`src/rtl/pixel_reader.sv`:
```
// rtl/pixel_reader.sv - framebuffer pixel read path: Avalon-MM word reads, half-word pixel return
module pixel_reader_fifo #(
  parameter int W     = 16,
  parameter int DEPTH = 4
) (
  input  logic         clk,
  input  logic         reset,
  input  logic         push,
  input  logic [W-1:0] din,
  input  logic         pop,
  output logic         empty,
  output logic [W-1:0] head
);
  localparam int PTR_W = $clog2(DEPTH);

  logic [W-1:0]   mem [DEPTH];
  logic [PTR_W:0] wr_ptr;
  logic [PTR_W:0] rd_ptr;

  // Storage write; contents need no reset since the pointers define validity
  always_ff @(posedge clk) begin
    if (push) begin
      mem[wr_ptr[PTR_W-1:0]] <= din;
    end
  end

  // Pointer update; push and pop in the same cycle are both honoured
  always_ff @(posedge clk) begin
    if (reset) begin
      wr_ptr <= '0;
      rd_ptr <= '0;
    end else begin
      if (push) wr_ptr <= wr_ptr + 1'b1;
      if (pop)  rd_ptr <= rd_ptr + 1'b1;
    end
  end

  assign empty = (wr_ptr == rd_ptr);
  assign head  = mem[rd_ptr[PTR_W-1:0]];
endmodule

module pixel_reader #(
  parameter int ADDR_W          = 32,
  parameter int MAX_OUTSTANDING = 4
) (
  input  logic              clk,
  input  logic              reset,
  input  logic              req_valid,
  output logic              req_ready,
  input  logic [ADDR_W-1:0] req_addr,
  output logic [ADDR_W-2:0] avm_address,
  output logic              avm_read,
  output logic [3:0]        avm_byteenable,
  input  logic              avm_waitrequest,
  input  logic [31:0]       avm_readdata,
  input  logic              avm_readdatavalid,
  output logic              pix_valid,
  input  logic              pix_ready,
  output logic [15:0]       pix_color,
  output logic              protocol_err
);
  localparam int CNT_W = $clog2(MAX_OUTSTANDING) + 1;

  logic [CNT_W-1:0] inflight;
  logic             req_fire;
  logic             pix_pop;
  logic             tag_empty;
  logic             tag_head;
  logic             tag_pop;
  logic             ret_empty;
  logic [15:0]      ret_head;
  logic [15:0]      ret_din;

  // inflight covers accept through delivery, so the return FIFO cannot overflow
  assign req_ready = ~reset & (~avm_read | ~avm_waitrequest)
                   & (inflight < CNT_W'(MAX_OUTSTANDING));
  assign req_fire  = req_valid & req_ready;
  assign pix_pop   = pix_valid & pix_ready;
  assign tag_pop   = avm_readdatavalid & ~tag_empty;
  assign ret_din   = tag_head ? avm_readdata[31:16] : avm_readdata[15:0];
  assign pix_valid = ~ret_empty;
  assign pix_color = ret_empty ? 16'h0000 : ret_head;

  // Command register: load on accept, drop read on completion, hold during waitrequest
  always_ff @(posedge clk) begin
    if (reset) begin
      avm_read       <= 1'b0;
      avm_address    <= '0;
      avm_byteenable <= 4'b0000;
    end else if (req_fire) begin
      avm_read       <= 1'b1;
      avm_address    <= req_addr[ADDR_W-1:1];
      avm_byteenable <= req_addr[0] ? 4'b1100 : 4'b0011;
    end else if (avm_read & ~avm_waitrequest) begin
      avm_read       <= 1'b0;
    end
  end

  // Slot counter: accept adds a slot, pixel delivery frees one
  always_ff @(posedge clk) begin
    if (reset) begin
      inflight <= '0;
    end else begin
      case ({req_fire, pix_pop})
        2'b10:   inflight <= inflight + 1'b1;
        2'b01:   inflight <= inflight - 1'b1;
        default: inflight <= inflight;
      endcase
    end
  end

  // Sticky flag for a data beat with no read outstanding
  always_ff @(posedge clk) begin
    if (reset) begin
      protocol_err <= 1'b0;
    end else if (avm_readdatavalid & tag_empty) begin
      protocol_err <= 1'b1;
    end
  end

  pixel_reader_fifo #(.W(1), .DEPTH(MAX_OUTSTANDING)) u_tag_fifo (
    .clk   (clk),
    .reset (reset),
    .push  (req_fire),
    .din   (req_addr[0]),
    .pop   (tag_pop),
    .empty (tag_empty),
    .head  (tag_head)
  );

  pixel_reader_fifo #(.W(16), .DEPTH(MAX_OUTSTANDING)) u_ret_fifo (
    .clk   (clk),
    .reset (reset),
    .push  (tag_pop),
    .din   (ret_din),
    .pop   (pix_pop),
    .empty (ret_empty),
    .head  (ret_head)
  );
endmodule

```
`config.mk`:
```
export PLATFORM = sky130hd
export DESIGN_NAME = pixel_reader
export DESIGN_NICKNAME = d
export VERILOG_FILES = /design/src/rtl/pixel_reader.sv
export SDC_FILE = /design/constraint.sdc
export NUM_CORES = 1
export LEC_CHECK = 0
export ABC_AREA = 1
export BUFFER_PORTS_ARGS = -buffer_cell sky130_fd_sc_hd__buf_2
export CAP_MARGIN = 5
export CORE_MARGIN = 2
export CORE_UTILIZATION = 57
export DETAILED_ROUTE_END_ITERATION = 8
export PLACE_DENSITY = 0.84
export SETUP_SLACK_MARGIN = 0.2
export SKIP_CTS_REPAIR_TIMING = 1
export SLEW_MARGIN = 10
export SYNTH_ARGS = -nofsm -noshare
export SYNTH_HDL_FRONTEND = slang
export SYNTH_SLANG_ARGS = --single-unit
export TNS_END_PERCENT = 20
```
`constraint.sdc`:
```
create_clock -name clk -period 5.5 [get_ports clk]
set_input_delay 0.55 -clock clk [delete_from_list [all_inputs] [get_ports clk]]
set_output_delay 0.55 -clock clk [all_outputs]
set_load 0.03 [all_outputs]
```
# After elaboration in Yosys (flattened, before gate mapping)
# Memory sizes are Yosys's and may differ from the RTL's. A register that Yosys moved wholly into a read port is not among the register bits.
# Index checks and enable logic that the tools add are counted.
word_totals:
  input_bits: 70
  ramBits: 68
  output_inout_bits: 55
  wordCells: 51
  memories: 2
  reg_bits: 52
memory_table:
  columns: ["name", "depth", "word_bits", "read_ports", "rd_ports_with_merged_regs", "wr", "line", "text"]
  rows:
  - ["u_ret_fifo.mem", 4, 16, 1, 1, 1, "16", "logic [W-1:0] mem [DEPTH];"]
  - ["u_tag_fifo.mem", 4, 1, 1, 1, 1, "16", null]
classes:
  reduce_logical: 2
  muxes: 14
  add_sub_neg: 6
  bitwise: 13
  order_cmp: 1
  n_eq_ne: 4
ops:
  columns: ["op", "n"]
  rows:
  - ["$mux 16", 2]
  - ["$add 3x1->3 const B", 5]
  - ["$mux 2", 4]
  - ["$and 1x1->1", 7]
  - ["$eq 3x3->1", 2]
  - ["$mux 1", 6]
  - ["$pmux 3 s2", 1]
  - ["$not 1->1", 5]
  - ["$mux 4", 1]
  - ["$reduce_bool 2->1", 2]
  - ["$lt 3x3->1 const B", 1]
  - ["$sub 3x1->3 const B", 1]
  - ["$eq 2x1->1 const B", 1]
  - ["$eq 2x2->1 const B", 1]
  - ["$or 1x1->1", 1]

# Logic depth before layout (Yosys ltp)
# Gate-level depths: netlist (run 1).
logic_depth:
  depth_word: 7
  depth_mapped: 16
  ltp_nobuf: 15

# Cells and area by module
# From an unflattened synthesis (run 1), not the netlist that was laid out.
hier_totals:
  hier_cells: 605
  area_unflattened_um2: 5496.5
by_module_without_submodules:
  columns: ["module", "area_per_inst_um2", "cells_each", "seq_area_each_um2", "n_inst"]
  rows:
  - ["pixel_reader_fifo (u_ret_fifo)", 2967.8, 238, 2082.0, 1]
  - ["pixel_reader", 1946.9, 299, 760.7, 1]
  - ["pixel_reader_fifo (u_tag_fifo)", 581.8, 68, 280.3, 1]

# Least setup slack after synthesis (run 1)
# No wires, ideal clock.
synth_timing:
  path_kind: "flip-flop to flip-flop"
  startpoint: "register u_ret_fifo.wr_ptr[0]"
  endpoint: "register inflight[2]"
  setup_slack_ns: 3.343
  n_path_buf: 1
  path_stages_with_launch: 17
  arrival_ns: 2.044
  setup_ns: 0.113
  t_required_ns: 5.387
  period_less_slack_ns: 2.157
  cell_sequence: "dfxtp_1 -> inv_1 -> nand2_1 -> nand2_1 -> nand3_2 -> inv_2 -> buf_6 -> nor2_1 -> ha_1 -> inv_1 -> fa_1 -> inv_1 -> a21oi_1 -> o21ai_0 -> nand2_1 -> nand2_1 -> nor2_1"
synth_via:
  elab_chain_cells: 5
  word_cells_on_any_way: 7
  cone_classes: "eq/ne (3); mux (1); bitwise (2); reduce/logical (1)"
synth_rtl:
  columns: ["element", "line", "text"]
  rows:
  - ["from (decl)", "17", "logic [PTR_W:0] wr_ptr;"]
  - ["from (signal assigned)", "33", "if (push) wr_ptr <= wr_ptr + 1'b1;"]
  - ["$eq 3x3->1 (*)", "38", "assign empty = (wr_ptr == rd_ptr);"]
  - ["$not 1->1 (*)", "81", "assign pix_valid = ~ret_empty;"]
  - ["net pix_valid", "57", "output logic pix_valid,"]
  - ["$and 1x1->1 (*)", "78", "assign pix_pop = pix_valid & pix_ready;"]
  - ["net pix_pop", "66", "logic pix_pop;"]
  - ["$eq 2x1->1 or $eq 2x2->1 (tied branches)", "104", "case ({req_fire, pix_pop})"]
  - ["$pmux 3 s2 or $reduce_bool 2->1 (tied branches)", null, null]
  - ["to (signal assigned)", "105", "2'b10: inflight <= inflight + 1'b1;"]
  - ["to (signal assigned)", "106", "2'b01: inflight <= inflight - 1'b1;"]
  - ["to (signal assigned)", "107", "default: inflight <= inflight;"]
  - ["to (decl)", "64", "logic [CNT_W-1:0] inflight;"]
# The timed path passes the listed nets; every way through them passes the cells marked *.
# A chain may end at the register's enable or synchronous reset.

==> results of run 1 <==
-- registers in the layout, indices dropped and copies added (netlist names), named ones only --
signal,flops
avm_address,31
avm_read,1
u_tag_fifo.rd_ptr,3
u_tag_fifo.mem,4
protocol_err,1
u_ret_fifo.rd_ptr,3
u_ret_fifo.mem,64
u_tag_fifo.wr_ptr,3
inflight,3
avm_byteenable,2
u_ret_fifo.wr_ptr,3
-- cell type report --
class / count / area, um^2
sequential: 122 / 3123
fill: 635 / 2410
multi-input combinational: 367 / 1713
timing repair buffer: 127 / 643.1
clock buffer: 18 / 417.9
clock inverter: 14 / 147.6
tap: 108 / 135.1
inverter: 35 / 131.4
-- cells by family (layout without fill, tap and decap cells) --
kind of cell,after synthesis,count (layout)
AO/OA/AOI/OAI,74,74
XOR/XNOR,2,2
adder cells (fa/ha/maj),12,12
buffers and inverters,64,194
flip-flops,122,122
AND/OR/NAND/NOR,279,279
-- final timing paths --
kind / startpoint / to / slack, ns / depth (start not counted)
worst max-delay path: flip-flop / pix_color[12] / 1.97 / 4
worst max register to register: inflight[2]$_SDFFE_PP0P_ / inflight[2]$_SDFFE_PP0P_ / 2.99 / 10
worst min register to register: avm_address[9]$_SDFFE_PP0P_ / avm_address[9]$_SDFFE_PP0P_ / 0.46 / 2
worst min-delay path: req_addr[10] / avm_address[9]$_SDFFE_PP0P_ / 0.24 / 3
-- where the power goes --
part / switching [uW] / internal, uW / leakage (uW)
logic: 583 / 227 / 0.00157
registers: 75.2 / 1100 / 0.00106
clock network: 393 / 645 / 0.000264
total: 1050 / 1970 / 0.00290
-- metal layers --
layer	vias up	GRT usage (%)
met2	166	41.22
met4	0	7.692
met1	1875	28.17
li1	2062	-
met5	-	0
met3	11	6.667
-- synth_stat cells --
cell and n:
nand2_2 1, or2_1 1, inv_2 3, clkbuf_2 2, o211a_1 1, xnor2_1 2
a31oi_1 1, nand3_1 56, edfxtp_1 68, nand4_1 1, inv_1 32, nand2_1 128
nor2_2 2, nor2_1 86, dfxtp_1 54, clkbuf_1 7, o21ai_0 38, nand3_2 4
ha_1 11, buf_4 4, buf_6 3, fa_1 1, buf_2 13, a21oi_1 34
-- through the flow --
| step | power (uW) | cells | instance area, um^2 |
|---|---|---|---|
| finish | 3026 | 791 | 6311 |
| detailed placement | 2003 | 759 | 5746 |
| global placement | 1971 | 759 | 5746 |
| global route | 3179 | 791 | 6311 |
| floorplan | 1784 | 553 | 5126 |
| CTS | 3038 | 791 | 6311 |
-- critical path: stages (launching register included) --
cell	delay (ns)
dfxtp_1	1.05
inv_1	0.72
o21ai_0	0.38
a21oi_1	0.13
buf_2	0.20
==> results.md, run 1 <==
* Multiplexer share of the synthesized area at 0%
* Max-slew violation count at 0
* DPL Wire Length at 7223 um
* TritonRoute pass-1 iters at 4
* Detailed-route DRC error count at 0
* CTS root buf: clkbuf_8
* Clock-pin slew on the worst setup and hold paths at 0.06 ns
* Top-Level Pins at roughly 130
* Pwr dens at ~480 nW/um^2
* Synth Cell Area at 5126 um^2
* Crit path time final at 3.528 ns
* Total number of vias at 4114
* Synth cell types at 24
* Dpl ws at 2.556 ns
* Worst-Skew Late Latency at around 0.50 ns
* First-pass GRT wire length at 18270 um
* Final period util at 64.15%
* Setup TNS at 0 ns
* Synthesized flop and latch total at 122
* Yosys warns at 0
* Simple-gate share of the synthesized area at 22.53%
* Worst path arrival time at about 3.0 ns
* Largest family of logic cells by synthesized area: simple AND/OR/NAND/NOR gates
* Final core occ at 72.37%
* Most common cell after layout, fill and taps aside: nand2_1
* Vert. Die Dim at 98.83 um
* LEAKAGE at 0.002902 uW
* Maxcap violations at 0
* Hold crit path type: input pin to flip-flop
* Mapped Nets at 635
* Hold_ws at about 0.24 ns
* Fmax at 283.4 MHz
* Metal2 WL at 5586 um
* Synth Instances at 553
* Num CTS Buffers at 17
* Top cell type's share of synthesized area at 39.83%
* Final setup viols at 0
* Initial antenna violation count at 0
* Post-synthesis adder-cell area fraction at 3.075%
* Clock Sink Count at 122
* Routed wire per std cell at 13.93 um
* Final #Nets at ~750
* Peak supply drop at 0.2686 mV
* Yosys top cell by area: edfxtp_1
* Register area share after synthesis at 60.92%
* Starting Density at 58.78%
* Slew margin rel. at 23.88%
* Highest Signal Layer: met4
* Routability cong. at about 0.82
* Layout cell share with drive strength beyond 1 at 24.74%
* Vias per cell at 5.201
* DRT Wirelength at 11020 um
* Initial DRC Count at approximately 210
* Complex-gate fraction of the synthesized area at 7.347%
* Avg Cell Area, Syn at 9.270 um^2
* PnR worst setup slack at 1.972 ns
* Worst EP required at about 5.0 ns
* Crit path max fanout at 33
* CTS Buffer Depth at 2
* Crit path launch type: flip-flop
* CTS tree: done
* GRT Overall Usage at 23.59%
* Setup Skew at 0.009563 ns
* Port buffer count at 124
* Final ANT Viol Nets at 0
* Commonest non-fill, non-tap cells in the layout: 128 x nand2_1, 124 x buf_2, 86 x nor2_1
* Final hold violations at 0
* Die ar. at 9767 um^2
* Met1 Routed Length at approximately 4600 um
* Std cell rows at 34
* GRT overflow at 0
* Core area at 8721 um^2
* Antenna Diode Count at 0
* Synth Area in XOR/XNOR at less than 1%
* Slew @ Worst Pin at 1.138 ns
* Status: complete, no violations
* RSZ-0062 raised after global routing: false
* H-tree levels at 4
* Largest cells by area after synthesis: edfxtp_1 40%, dfxtp_1 21%, nand2_1 9.4%
* Die W at 98.83 um
* Wire length on met3 at 747 um
* Vias in the first global route at 4078
* Growth of design area from synthesis to finish at 23.11%
* Critical Path End Type: output pin
* Largest net degree at the start of global routing at 47
* Crit Path Class: flip-flop to output pin
(Power assumes the default switching activity.)
==> run 2: changes to the inputs <==
--- a/config.mk
+++ b/config.mk
@@ -9,9 +9,9 @@
 export BUFFER_PORTS_ARGS = -buffer_cell sky130_fd_sc_hd__buf_2
 export CAP_MARGIN = 5
 export CORE_MARGIN = 2
-export CORE_UTILIZATION = 57
+export CORE_UTILIZATION = 48
 export DETAILED_ROUTE_END_ITERATION = 8
-export PLACE_DENSITY = 0.84
+export PLACE_DENSITY = 0.76
 export SETUP_SLACK_MARGIN = 0.2
 export SKIP_CTS_REPAIR_TIMING = 1
 export SLEW_MARGIN = 10
==> constraint.sdc (replaced) <==
create_clock -name clk -period 2.95 [get_ports clk]
set_input_delay 0.295 -clock clk [delete_from_list [all_inputs] [get_ports clk]]
set_output_delay 0.295 -clock clk [all_outputs]
set_load 0.03 [all_outputs]
==> results.md, run 2 (synthesis results as in run 1) <==
* Die W at 107.3 um (+8.6%)
* Most common cell after layout, fill and taps aside: nand2_1
* GRT overflow at 0 (unchanged)
* CTS root buf: clkbuf_8
* Hold_ws at -0.02305 ns (-0.2652 ns)
* PnR worst setup slack at 0.5237 ns (-1.448 ns)
* Max FFs per register at 64 (unchanged)
* Peak supply drop at 0.5762 mV (+110%)
* Crit path launch type: flip-flop
* CTS tree: done
* Clock-pin slew on the worst setup and hold paths at 0.06 ns (about the same)
* Crit-path cells: inv_1 > nand2_1 > nand2_1 > nand3_2 > inv_2 > nor2_1 > ha_1 > inv_1 > fa_1 > inv_1 > a21oi_1 > o21ai_0 > nand2_1 > nand2_1 > nor2_1
* Slew margin rel. at 50.51% (+27 points)
* Hold crit path type: input pin to flip-flop
* Vias per cell at 4.965 (-4.5%)
* Final setup viols at 0 (unchanged)
* Clock Sink Count at 122 (unchanged)
* Starting Density at 49.43% (-9.3 points)
* R2R depth at 15 (+5)
* Layout cell share with drive strength beyond 1 at 24.48% (-0.27 points)
* DRT Wirelength at 11940 um (+8.4%)
* GRT Overall Usage at 20.28% (-3.3 points)
* Largest net degree at the start of global routing at 47 (unchanged)
* Final #Nets at 784 (+4.3%)
* Final ANT Viol Nets at 0 (unchanged)
* Vert. Die Dim at 107.3 um (+8.6%)
* Core area at 10370 um^2 (+19%)
* Initial antenna violation count at 0 (unchanged)
* Fmax at around 400 MHz
* RSZ-0062 raised after global routing: false
* TritonRoute pass-1 iters at 4 (unchanged)
* Antenna Diode Count at 0 (unchanged)
* Final hold violations at 2 (+2)
* Final non-filler cell total at 851 (+7.6%)
* LEAKAGE at 0.003067 uW (+5.7%)
* Routability cong. at 0.7778 (-5.4%)
* Critical Path End Type: flip-flop
* Routed wire per std cell at 14.03 um (+0.77%)
* R2r startpoint: u_ret_fifo.wr_ptr[0]$_SDFFE_PP0P_
* Crit path max fanout at 17 (-48%)
* # placed instances at 791 (+4.2%)
* Worst path arrival time at 2.83 ns (-0.15 ns)
* Slew @ Worst Pin at 0.7413 ns (-0.3969 ns)
* CTS Buffer Depth at 2 (unchanged)
* First-pass GRT wire length at 18000 um (-1.5%)
* Largest delay share family, worst path: simple AND/OR/NAND/NOR gates
* Pwr dens at 874.6 nW/um^2 (+82%)
* CP endpoint: inflight[2]$_SDFFE_PP0P_
* Worst EP required at 3.35 ns (-1.60 ns)
* Total number of vias at 4225 (+2.7%)
* Fillers at 827 (+30%)
* Max-slew violation count at 0 (unchanged)
* Num CTS Buffers at 17 (unchanged)
* Growth of design area from synthesis to finish at 30.80%
* Crit Path Class: flip-flop to flip-flop
* Dpl ws at 0.5662 ns (-1.990 ns)
* Status: finished with violations
* Violations in the final reports: negative hold slack
* Cell mode on critical path: nand2_1
* Setup Skew at 0.01425 ns (+0.004682 ns)
* Port buffer count at 124 (unchanged)
* Max stage delay on crit path at 0.42 ns (-0.63 ns)
* Register-to-register path setup slack at 0.52 ns (-2.47 ns)
* Std cell rows at 37 (+8.8%)
* Worst-Skew Late Latency at 0.51 ns (about the same)
* Top-Level Pins at 125 (unchanged)
* H-tree levels at 4 (unchanged)
* Final period util at 82.25%
* Crit path time final at 2.426 ns
* Commonest non-fill, non-tap cells in the layout: 128 x nand2_1, 124 x buf_2, 86 x nor2_1
* Initial DRC Count at 232 (+12%)
* Cell at the slowest stage of the critical path: dfxtp_1
* Vias in the first global route at 3905 (-4.2%)
* Final core occ at 64.66% (-7.7 points)
* CP startpoint: u_ret_fifo.wr_ptr[0]$_SDFFE_PP0P_
* DPL Wire Length at 7387 um (+2.3%)
* Setup TNS at 0 ns (unchanged)
* Maxcap violations at 0 (unchanged)
* WP depth at 15 (+11)
* Die ar. at 11520 um^2 (+18%)
* Worst flop-to-flop path endpoint: inflight[2]$_SDFFE_PP0P_
* Crit path buf inv count at 4 (+2)
* Detailed-route DRC error count at 0 (unchanged)
run 2: cell types whose count changed in the layout (fill, tap and decap cells not counted), moves of 2 or more:
| cell | previous run | this run |
|---|---|---|
| dlygate4sd3_1 | 0 | 27 |
| clkinv_2 | 3 | 0 |
| clkbuf_16 | 16 | 18 |
| clkbuf_8 | 1 | 3 |
| inv_4 | 0 | 2 |
| buf_4 | 3 | 7 |
run 2: power breakdown:
part	internal (uW)	total [uW]	switching [uW]	leakage [uW]
clock network	1360	2070	711	0.000296
logic	460	1630	1170	0.00170
registers	2060	2170	109	0.00107
total	3880	5860	1990	0.00307
run 2: layout make-up:
class	count	area [um^2]	area share, %
repair buffers	158	943.4	14.07
multi-input cells	367	1713	25.55
clock inverters	8	105.1	1.567
flip-flops and latches	122	3124	46.59
well taps	136	170.2	2.538
repair inverters	1	7.507	0.1120
inverters	35	135.1	2.015
clock buffers	24	506.7	7.557
run 2: worst min path at each step:
stage | cells after the start | start | to
3_3_place_gp | 2 | protocol_err$_SDFFE_PP0P_ | protocol_err$_SDFFE_PP0P_
3_5_place_dp | 2 | protocol_err$_SDFFE_PP0P_ | protocol_err$_SDFFE_PP0P_
6_report | 3 | req_addr[22] | avm_address[21]$_SDFFE_PP0P_
4_1_cts | 3 | req_addr[18] | avm_address[17]$_SDFFE_PP0P_
2_1_floorplan | 1 | reset | avm_byteenable[1]$_SDFFE_PP0P_
5_1_grt | 3 | req_addr[22] | avm_address[21]$_SDFFE_PP0P_
run 2: worst min-delay path: stages:
cell,delay [ns]
buf_2,0.07
nand2_1,0.04
nand2_1,0.05
run 2: per-layer routing:
metal / track usage, % / vias to the layer above / routed length, um
met1: 23.62 / 1959 / 4973
li1: - / 2128 / -
met3: 6.053 / 8 / 724
met4: 7.418 / 0 / 110
met5: 0 / - / 0
met2: 35.40 / 130 / 6133
run 2: stage by stage:
stage | cell area (um^2) | power [uW]
floorplan | 5126 | 3327
global placement | 5811 | 3711
detailed placement | 5811 | 3768
CTS | 6422 | 5845
global route | 6705 | 6157
finish | 6705 | 5864
==> run 3: changes to the inputs <==
--- a/config.mk
+++ b/config.mk
@@ -5,13 +5,13 @@
 export SDC_FILE = /design/constraint.sdc
 export NUM_CORES = 1
 export LEC_CHECK = 0
-export ABC_AREA = 1
+export ABC_AREA = 0
 export BUFFER_PORTS_ARGS = -buffer_cell sky130_fd_sc_hd__buf_2
 export CAP_MARGIN = 5
 export CORE_MARGIN = 2
-export CORE_UTILIZATION = 48
+export CORE_UTILIZATION = 54
 export DETAILED_ROUTE_END_ITERATION = 8
-export PLACE_DENSITY = 0.76
+export PLACE_DENSITY = 0.8
 export SETUP_SLACK_MARGIN = 0.2
 export SKIP_CTS_REPAIR_TIMING = 1
 export SLEW_MARGIN = 10
==> constraint.sdc (replaced) <==
create_clock -name clk -period 2.5 [get_ports clk]
set_input_delay 0.25 -clock clk [delete_from_list [all_inputs] [get_ports clk]]
set_output_delay 0.25 -clock clk [all_outputs]
set_load 0.03 [all_outputs]
==> results.md, run 3 <==
* Register area share after synthesis at 58.15% (-2.8 points)
* Largest family of logic cells by synthesized area: simple AND/OR/NAND/NOR gates
* Cell with the most instances after synthesis: edfxtp_1
* Final #Nets at 664 (-15%)
* GRT Overall Usage at 21.25% (+0.97 points)
* Slew margin rel. at 43.91% (-6.6 points)
* Post-synth EDFFs at 68 (unchanged)
* Fillers at 670 (-19%)
* Worst-Skew Late Latency at 0.51 ns (about the same)
* Clock Sink Count at 122 (unchanged)
* Crit Path Class: flip-flop to output pin
* Violations in the final reports: negative hold slack
* LEAKAGE at 0.002896 uW (-5.6%)
* Crit path buf inv count at 2 (-2)
* CP endpoint: pix_color[9]
* Cell at the slowest stage of the critical path: mux4_1
* Peak supply drop at 0.5757 mV (about the same)
* R2r startpoint: u_ret_fifo.rd_ptr[2]$_SDFFE_PP0P_
* RSZ-0062 raised after global routing: true
* Commonest non-fill, non-tap cells in the layout: 124 x buf_2, 68 x edfxtp_1, 47 x dfxtp_1
* Async set or reset register ratio after synthesis at 0% (unchanged)
* Growth of design area from synthesis to finish at 31.27%
* Max stage delay on crit path at 0.55 ns (+0.13 ns)
* Max FFs per register at 64 (unchanged)
* Crit path max fanout at 8 (-9)
* Largest delay share family, worst path: multiplexers
* PnR worst setup slack at 0.2716 ns (-0.2522 ns)
* First-pass GRT wire length at 18060 um (+0.34%)
* Largest cells by area after synthesis: edfxtp_1 38%, dfxtp_1 20%, mux4_2 5.9%
* TritonRoute pass-1 iters at 4 (unchanged)
* Crit path time final at 2.228 ns
* Critical Path End Type: output pin
* Final hold violations at 8 (+6)
* R2R depth at 9 (-6)
* CTS tree: done
* Layout cell share with drive strength beyond 1 at 38.99% (+15 points)
* Core area at 9729 um^2 (-6.2%)
* Crit-path cells: buf_12 > mux4_1 > and2b_2 > buf_2
* Final Cell Area at 7049 um^2 (+5.1%)
* Setup TNS at 0 ns (unchanged)
* Mapped Nets at 505 (-20%)
* Fmax at 448.7 MHz
* Synth Cell Area at 5370 um^2 (+4.8%)
* Yosys top cell by area: edfxtp_1
* Initial antenna violation count at 0 (unchanged)
* Setup Skew at 0.01244 ns (-0.001803 ns)
* Complex-gate fraction of the synthesized area at 6.454% (-0.89 points)
* Commonest cells post-synth: 68 x edfxtp_1, 54 x dfxtp_1, 41 x o21ai_0
* Vias in the first global route at 3804 (-2.6%)
* Synth Instances at 423 (-24%)
* Crit path launch type: flip-flop
* Vias per cell at 5.354 (+7.8%)
* Starting Density at 55.20% (+5.8 points)
* Synthesized flop and latch total at 122 (unchanged)
* Detailed-route DRC error count at 0 (unchanged)
* FF/Latch Area at 3134 um^2 (+0.32%)
* Post-synth top flop: edfxtp_1
* Port buffer count at 124 (unchanged)
* Die W at 103.7 um (-3.4%)
* Worst EP required at 2.25 ns (-1.10 ns)
* Final ANT Viol Nets at 0 (unchanged)
* DPL Wire Length at 7295 um (-1.2%)
* Top-Level Pins at 125 (unchanged)
* Antenna Diode Count at 0 (unchanged)
* Num CTS Buffers at 17 (unchanged)
* Std cell rows at 36 (-2.7%)
* CTS Buffer Depth at 2 (unchanged)
* Pwr dens at 1072 nW/um^2 (+23%)
* Synth cell types at 49 (+100%)
* Routability cong. at 0.7783 (about the same)
* Multiplexer share of the synthesized area at 11.58% (+12 points)
* Status: finished with violations
* Largest net degree at the start of global routing at 39 (-17%)
* DP Area at 6151 um^2 (+5.9%)
* Register-to-register path setup slack at 0.29 ns (-0.23 ns)
* Max-slew violation count at 0 (unchanged)
* Area of the multi-input gates at 2102 um^2 (+23%)
* Post-layout power at 7560 uW (+29%)
* Top cell type's share of synthesized area at 38.02% (-1.8 points)
* WP depth at 4 (-11)
* Yosys warns at 0 (unchanged)
* Worst flop-to-flop path endpoint: inflight[2]$_SDFFE_PP0P_
* GRT overflow at 0 (unchanged)
* Clock-pin slew on the worst setup and hold paths at 0.06 ns (about the same)
* Initial DRC Count at 228 (-1.7%)
* Post-synthesis adder-cell area fraction at 2.936% (-0.14 points)
* Routed wire per std cell at 16.77 um (+20%)
* Most common cell after layout, fill and taps aside: buf_2
* Die ar. at 10760 um^2 (-6.6%)
* Total number of vias at 3898 (-7.7%)
* DRT Wirelength at 12210 um (+2.2%)
* Hold crit path type: input pin to flip-flop
* Vert. Die Dim at 103.7 um (-3.4%)
* Dpl ws at 0.2299 ns (-0.3363 ns)
* Maxcap violations at 0 (unchanged)
* Worst path arrival time at 1.98 ns (-0.85 ns)
* Final period util at 89.14%
* Simple-gate share of the synthesized area at 14.59% (-7.9 points)
* Final setup viols at 0 (unchanged)
* Slew @ Worst Pin at 0.8413 ns (+0.1001 ns)
* Final core occ at 72.45% (+7.8 points)
* CTS root buf: clkbuf_8
* H-tree levels at 4 (unchanged)
* Avg Cell Area, Syn at 12.70 um^2 (+37%)
* Hold_ws at -0.04182 ns (-0.01877 ns)
* Synth Area in XOR/XNOR at 2.493% (+2.2 points)
[run 3: cell types whose count changed after synthesis, sizes merged, moves of 8 or more]
| cell | delta |
|---|---|
| xor2 | +8 |
| nand2 | -94 |
| nor2b | +13 |
| nand3 | -21 |
| mux4 | +17 |
| buf | -8 |
| inv | -21 |
| nor2 | -81 |
| a21oi | -24 |
| and2b | +8 |
| mux2 | +16 |
[run 3: area by class of cell]
cell class,instances,area share (%)
flip-flops and latches,122,44.46
well taps,133,2.361
clock buffers,17,5.875
clock inverters,15,2.148
inverters,14,0.7455
multi-input cells,260,29.82
repair buffers,167,14.59
[run 3: worst register-to-register path: stages (launching register included)]
cell	delay, ns
dfxtp_2	0.39
xor2_4	0.23
nor3_4	0.07
and2b_2	0.22
ha_1	0.18
inv_1	0.06
fa_1	0.37
xor2_1	0.18
or3_1	0.30
a21oi_1	0.14
[run 3: report_power, final]
part           internal (uW)  switching [uW]  total [uW]
clock                   1360             972        2330
combinational           1030            1520        2550
sequential              2500             185        2680
[run 3: per-stage QoR]
stage | hold WS, ns | std cells
final | -0.04182 | 728
after global routing | 0.001113 | 728
after CTS | -0.06149 | 697
after detailed placement | 0.4507 | 665
after global placement | 0.4419 | 665
after floorplan | 0.3489 | 423
[run 3: layer usage]
layer	share of wire (%)	GRT usage, %	up-vias
met4	0.89	7.143	0
met5	0	0	-
met3	5.1	5.916	8
met1	41	25.20	1879
li1	-	-	1867
met2	53	37.42	144
[run 3: cells by family (layout without fill, tap and decap cells)]
family	after synthesis	after routing
flip-flops	122	122
AND/OR/NAND/NOR	140	140
multiplexers	34	34
buffers and inverters	41	213
adder cells (fa/ha/maj)	12	12
AO/OA/AOI/OAI	63	63
XOR/XNOR	11	11
[run 3: how the worst min path moves through the flow]
| stage | start | to | slack, ns | depth (start not counted) |
|---|---|---|---|---|
| global placement | avm_address[6]$_SDFFE_PP0P_ | avm_address[6]$_SDFFE_PP0P_ | 0.44 | 2 |
| finish | req_addr[22] | avm_address[21]$_SDFFE_PP0P_ | -0.04 | 3 |
| CTS | req_addr[17] | avm_address[16]$_SDFFE_PP0P_ | -0.06 | 3 |
| global route | req_addr[5] | avm_address[4]$_SDFFE_PP0P_ | 0.001 | 3 |
| detailed placement | avm_address[22]$_SDFFE_PP0P_ | avm_address[22]$_SDFFE_PP0P_ | 0.45 | 2 |
| floorplan | req_addr[0] | u_tag_fifo.mem[0]$_DFFE_PP_ | 0.35 | 0 |
